File: config.mk
export PLATFORM = sky130hd
export DESIGN_NAME = fir_coef_bank_loader
export DESIGN_NICKNAME = d
export VERILOG_FILES = /design/src/rtl/fir_eq_pkg.sv /design/src/rtl/fir_coef_bank_loader.sv
export SDC_FILE = /design/constraint.sdc
export NUM_CORES = 1
export LEC_CHECK = 0
export ABC_CLOCK_PERIOD_IN_PS = 2000
export CORE_MARGIN = 3
export CORE_UTILIZATION = 33
export CTS_BUF_LIST = sky130_fd_sc_hd__clkbuf_16
export CTS_CLUSTER_DIAMETER = 100
export DETAILED_ROUTE_END_ITERATION = 8
export HOLD_SLACK_MARGIN = 0.06
export PLACE_DENSITY = 0.71
export SLEW_MARGIN = 25
export SYNTH_ARGS = -nofsm -noshare
export SYNTH_HDL_FRONTEND = slang
export SYNTH_SLANG_ARGS = --single-unit
File: constraint.sdc
create_clock -name clk -period 2 [get_ports clk]
set_input_delay 0.2 -clock clk [delete_from_list [all_inputs] [get_ports clk]]
set_output_delay 0.2 -clock clk [all_outputs]
set_load 0.01 [all_outputs]
File: src/rtl/fir_eq_pkg.sv
// Shared definitions for the audio-equalizer FIR and its coefficient loader.
// Tap count and coefficient width live here so both sides agree on them.
package fir_eq_pkg;

    localparam int N_TAPS_DEF  = 32;
    localparam int WD_COEF_DEF = 18;

    // Loader control states:
    //   IDLE  - waiting for the first beat of a set
    //   LOAD  - collecting the remaining beats
    //   ARMED - full set written, waiting for a sample strobe
    typedef enum logic [1:0] {
        IDLE  = 2'd0,
        LOAD  = 2'd1,
        ARMED = 2'd2
    } coef_ld_state_t;

endpackage

File: src/rtl/fir_coef_bank_loader.sv
// Coefficient bank loader for the pipelined equalizer FIR.
// It streams a host coefficient set into the shadow bank and swaps the
// active and shadow banks only on a sample strobe. The FIR therefore never
// filters with a mix of old and new coefficients.
//
// Handshake: a beat transfers on a rising clk edge where cfg_valid and
// cfg_ready are both 1. cfg_ready is registered and does not depend on
// cfg_valid. The host holds cfg_data/cfg_last stable while cfg_valid is
// high and the beat has not yet transferred.
module fir_coef_bank_loader
    import fir_eq_pkg::*;
#(
    parameter int N_TAPS  = N_TAPS_DEF,
    parameter int WD_COEF = WD_COEF_DEF,
    parameter int WD_ADDR = $clog2(N_TAPS)
) (
    input  logic                 clk,
    input  logic                 reset_n,
    input  logic                 sample_en,
    input  logic                 cfg_valid,
    output logic                 cfg_ready,
    input  logic [WD_COEF-1:0]   cfg_data,
    input  logic                 cfg_last,
    output logic                 coef_we,
    output logic [WD_ADDR:0]     coef_addr,
    output logic [WD_COEF-1:0]   coef_data,
    output logic                 active_bank,
    output logic                 swap_pending,
    output logic                 load_err,
    output coef_ld_state_t       state_dbg
);

    localparam logic [WD_ADDR-1:0] LAST_TAP = WD_ADDR'(N_TAPS - 1);

    coef_ld_state_t       state_q, state_d;
    logic [WD_ADDR-1:0]   cnt_q, cnt_d;
    logic                 ready_q, ready_d;
    logic                 bank_q, bank_d;
    logic                 swap_q, swap_d;
    logic                 err_q, err_d;
    logic                 we_q;
    logic [WD_ADDR:0]     addr_q;
    logic [WD_COEF-1:0]   data_q;
    logic                 accept;

    // The host is stalled while ARMED, so ready_q gates every transfer.
    assign accept = cfg_valid && ready_q;

    // Next-state logic for the FSM, tap counter, bank select and flags.
    always_comb begin
        state_d = state_q;
        cnt_d   = cnt_q;
        bank_d  = bank_q;
        swap_d  = swap_q;
        err_d   = err_q;
        unique case (state_q)
            IDLE: begin
                if (accept) begin
                    err_d = 1'b0;
                    if (cfg_last) begin
                        // A one-beat set can never be complete.
                        err_d = 1'b1;
                        cnt_d = '0;
                    end else begin
                        cnt_d   = WD_ADDR'(1);
                        state_d = LOAD;
                    end
                end
            end
            LOAD: begin
                if (accept) begin
                    if (cnt_q == LAST_TAP) begin
                        cnt_d   = '0;
                        if (cfg_last) begin
                            state_d = ARMED;
                            swap_d  = 1'b1;
                        end else begin
                            // Missing last: the beat is still written.
                            err_d   = 1'b1;
                            state_d = IDLE;
                        end
                    end else if (cfg_last) begin
                        // Early last: drop the partial set.
                        err_d   = 1'b1;
                        cnt_d   = '0;
                        state_d = IDLE;
                    end else begin
                        cnt_d = cnt_q + 1'b1;
                    end
                end
            end
            ARMED: begin
                // A strobe on the cycle of the final beat is ignored,
                // because the FSM is still in LOAD on that cycle.
                if (sample_en) begin
                    bank_d  = ~bank_q;
                    swap_d  = 1'b0;
                    cnt_d   = '0;
                    state_d = IDLE;
                end
            end
            default: begin
                state_d = IDLE;
                cnt_d   = '0;
            end
        endcase
        ready_d = (state_d != ARMED);
    end

    // Control state registers. Reset asserts asynchronously; release is synchronous upstream.
    always_ff @(posedge clk or negedge reset_n) begin
        if (!reset_n) begin
            state_q <= IDLE;
            cnt_q   <= '0;
            ready_q <= 1'b0;
            bank_q  <= 1'b0;
            swap_q  <= 1'b0;
            err_q   <= 1'b0;
        end else begin
            state_q <= state_d;
            cnt_q   <= cnt_d;
            ready_q <= ready_d;
            bank_q  <= bank_d;
            swap_q  <= swap_d;
            err_q   <= err_d;
        end
    end

    // Registered RAM write port. It targets the bank the FIR is not reading,
    // so the final write lands before any toggle of active_bank.
    always_ff @(posedge clk or negedge reset_n) begin
        if (!reset_n) begin
            we_q   <= 1'b0;
            addr_q <= '0;
            data_q <= '0;
        end else begin
            we_q <= accept;
            if (accept) begin
                addr_q <= {~bank_q, cnt_q};
                data_q <= cfg_data;
            end
        end
    end

    assign cfg_ready    = ready_q;
    assign coef_we      = we_q;
    assign coef_addr    = addr_q;
    assign coef_data    = data_q;
    assign active_bank  = bank_q;
    assign swap_pending = swap_q;
    assign load_err     = err_q;
    assign state_dbg    = state_q;

endmodule
==> metrics.yaml <==
status: "finished, final reports clean"
ioPinCount: 54
crit_path_cell_trace: "ha_1 > and3_1 > ha_1 > or4b_4 > o221ai_1 > a32o_1"
syn_area_sq_um: 1510
totalWireLength_microns: 3300
utilization_pct: 53.7
antenna_found_initial: 0
power.leakage_nw: 1.07
hold_start: "cfg_data[13]"
finalHoldViolations: 0
htreeDepth: 2
multi_input_area_sq_um: 546
crit_type: "register to register"
antenna_left: 0
dieArea_sq_um: 5410
syn_inst: 156
grt_util_met3_pct: 5.88
cp-end-kind: "register"
die_height_microns: 73.5
fin_ws_ns: 0.0705
post-cts-setup-buffers: 0
ys_ff_latch: 36
seq_area_frac_synth_pct: 59.9
fin_skew_ns: 0.00378
total_power_mw: 1.78
crit_slowest_cell: "or4b_4"
core_sq_um: 4200
min_path_type: "primary input to register"
drc: 0
place.gp.congestion: 0.745
crit_path_frequent_cell: "ha_1"
synth_cell_types: 28
crit_arrival_ns: 2.14
numCtsBuffers: 5
fin_crit_ns: 1.93
vias: 1263
grt_pass1_vias: 1263
tns_ns: 0
dp_hpwl_microns: 2320
regArea_sq_um: 901
r2r_start: "cnt_q[0]"
cp_top_family: "simple AND/OR/NAND/NOR gates"
cts_sinks: 36
post-route-period-util_pct: 96.5
yosysWarnings: 0
rows: 23
clock_path_buffers: 2
critPathLaunchType: "register"
slew_violations: 0
path_max_fanout: 5
powerDensity_nw_per_um2: 789
maxCapViolations: 0
vdd_drop_max_mv: 0.346
worst_slew_pin_slew_ns: 0.806
grt_pass1_wl_microns: 5510
synth_nets: 181
slowest_delay_ns: 0.49
antenna_cells: 0
via_per_inst: 4.75
grt_use_total_pct: 13.2
dpl.cell_count: 258
grt_overflow: 0
drive_gt1_share_pct: 7.87
grt_max_degree: 37
crit_required_ns: 2.21
maxClockFrequency_mhz: 518
dp_slack_ns: 0.0732
final-setup-viol-count: 0
hold_ws_ns: 0.448
postSynthAreaPerCell_sq_um: 9.65
nets: 241
fillers: 402
start_util_pct: 35.8
cts_tree: "done"
rsz0062_at_grt: "yes"
wire_per_inst_microns: 12.4
place.port_buffers: 53
worstSetupStartpoint: "cnt_q[0]"
drtIter0Drc: 67
use_met2_pct: 19.7
clk_pin_slew_worst_paths_ns: 0.05
layout.cells.non_filler: 266
post-route-cell-area_sq_um: 2260
drt_first_pass_iters: 4
area_growth_pct: 49.9
busiest_layer: "met2"
cts-root-buf: "clkbuf_16"
cp_num_buf_inv: 0
placed_area_sq_um: 2110
die_w_microns: 73.5
clk_latency_ns: 0.27
gr-usage-met1_pct: 16.8
slew_headroom_pct: 46.3
## routing by layer
| metal | up-vias | wire length [microns] | part of all wire, % |
|---|---|---|---|
| met5 | - | 0 | 0 |
| met2 | 34 | 1540 | 47 |
| met3 | 4 | 261 | 7.9 |
| li1 | 631 | - | - |
| met4 | 0 | 19 | 0.58 |
| met1 | 594 | 1480 | 45 |
## power by group
group	internal (mW)	total, mW	switching, mW	leakage [nW]
Combinational	0.153	0.266	0.113	0.557
Sequential	0.777	0.808	0.0305	0.452
Clock	0.444	0.705	0.261	0.0648
## area by class of cell
| cell class | count | area share (%) |
|---|---|---|
| multi-input combinational | 106 | 24.2 |
| clock buffer | 5 | 5.55 |
| sequential | 36 | 39.9 |
| inverter | 5 | 0.832 |
| tap | 50 | 2.77 |
| clock inverter | 2 | 0.333 |
| timing repair buffer | 62 | 26.4 |
## tightest hold or removal path: stages
cell and delay, ns:
clkdlybuf4s50_1 0.39, nand2_1 0.05, nand2_1 0.04
## cells by family (layout without fill, tap and decap cells)
| logic type | Yosys count | in the layout | synth area share, % |
|---|---|---|---|
| muxes | 2 | 2 | 1.33 |
| DFF | 36 | 36 | 59.9 |
| adders and majority gates | 2 | 2 | 1.66 |
| and+or+nand+nor | 81 | 81 | 22.9 |
| AOI/OAI and AO/OA | 20 | 20 | 9.39 |
| xor gates and xnor gates | 1 | 1 | 0.582 |
| buffers and inverters | 14 | 74 | 4.32 |
## placed cells by master, fill, tap and decap left out
master | Yosys | final
a21oi_1 | 2 | 2
a311oi_1 | 1 | 1
a32o_1 | 2 | 2
a41oi_1 | 1 | 1
and3_1 | 2 | 2
buf_2 | 1 | 1
buf_4 | 1 | 8
clkbuf_16 | 0 | 5
clkdlybuf4s50_1 | 0 | 52
clkinv_1 | 0 | 2
dfrtp_1 | 36 | 36
dlygate4sd3_1 | 0 | 1
ha_1 | 2 | 2
inv_1 | 5 | 5
mux2i_1 | 2 | 2
nand2_1 | 71 | 71
nand3b_1 | 2 | 2
nand4_1 | 1 | 1
nor2b_1 | 2 | 2
nor4b_2 | 0 | 1
o21a_1 | 2 | 2
o21ai_0 | 7 | 7
o221ai_1 | 2 | 2
o22a_2 | 1 | 1
o22ai_1 | 1 | 1
o32a_1 | 1 | 1
or3b_1 | 1 | 1
or4b_4 | 1 | 1
xnor2_1 | 1 | 1
## timing repair
action	in CTS	in global routing
setup endpoints to repair	0	2
endpoints found under the hold margin	36	0
hold buffers	1	0
gates resized for setup	0	1
## cell usage after synthesis, drive strengths merged
cell type  count  share of area (%)
or4b           1               0.91
buf            5                2.1
dfrtp         36                 60
o32a           1               0.67
nor2b          2               0.83
o221ai         2                1.2
a311oi         1               0.58
a41oi          1               0.58
inv            5                1.2
a21oi          2               0.67
and3           2               0.83
o21a           2                1.0
o22ai          1               0.42
mux2i          2                1.3
nand2         71                 18
o21ai          7                2.3
nand4          1               0.42
clkbuf         4                1.0
xnor2          1               0.58
nand3b         2                1.0
a32o           2                1.3
ha             2                1.7
o22a           1               0.67
or3b           1               0.58
nor4b          1               0.58
## path summary, 6_finish.rpt
check                      cells past startpoint  slack, ns             to
min in group asynchronous                      2       0.56      cfg_ready
hold / removal                                 3       0.45  coef_data[13]
hold reg to reg                                2       0.47   coef_addr[3]
setup reg to reg                               6       0.07       cnt_q[3]
setup / recovery                               6       0.07       cnt_q[3]
max in group asynchronous                      2       0.93   coef_data[0]
## state kept, by name, indices dropped and copies added, names as in the netlist
signal and count:
state_dbg 2, swap_pending 1, coef_addr 6, load_err 1, cfg_ready 1, coef_we 1, cnt_q 5, coef_data 18
active_bank 1
Note: power is estimated with default switching activity, not from simulation.
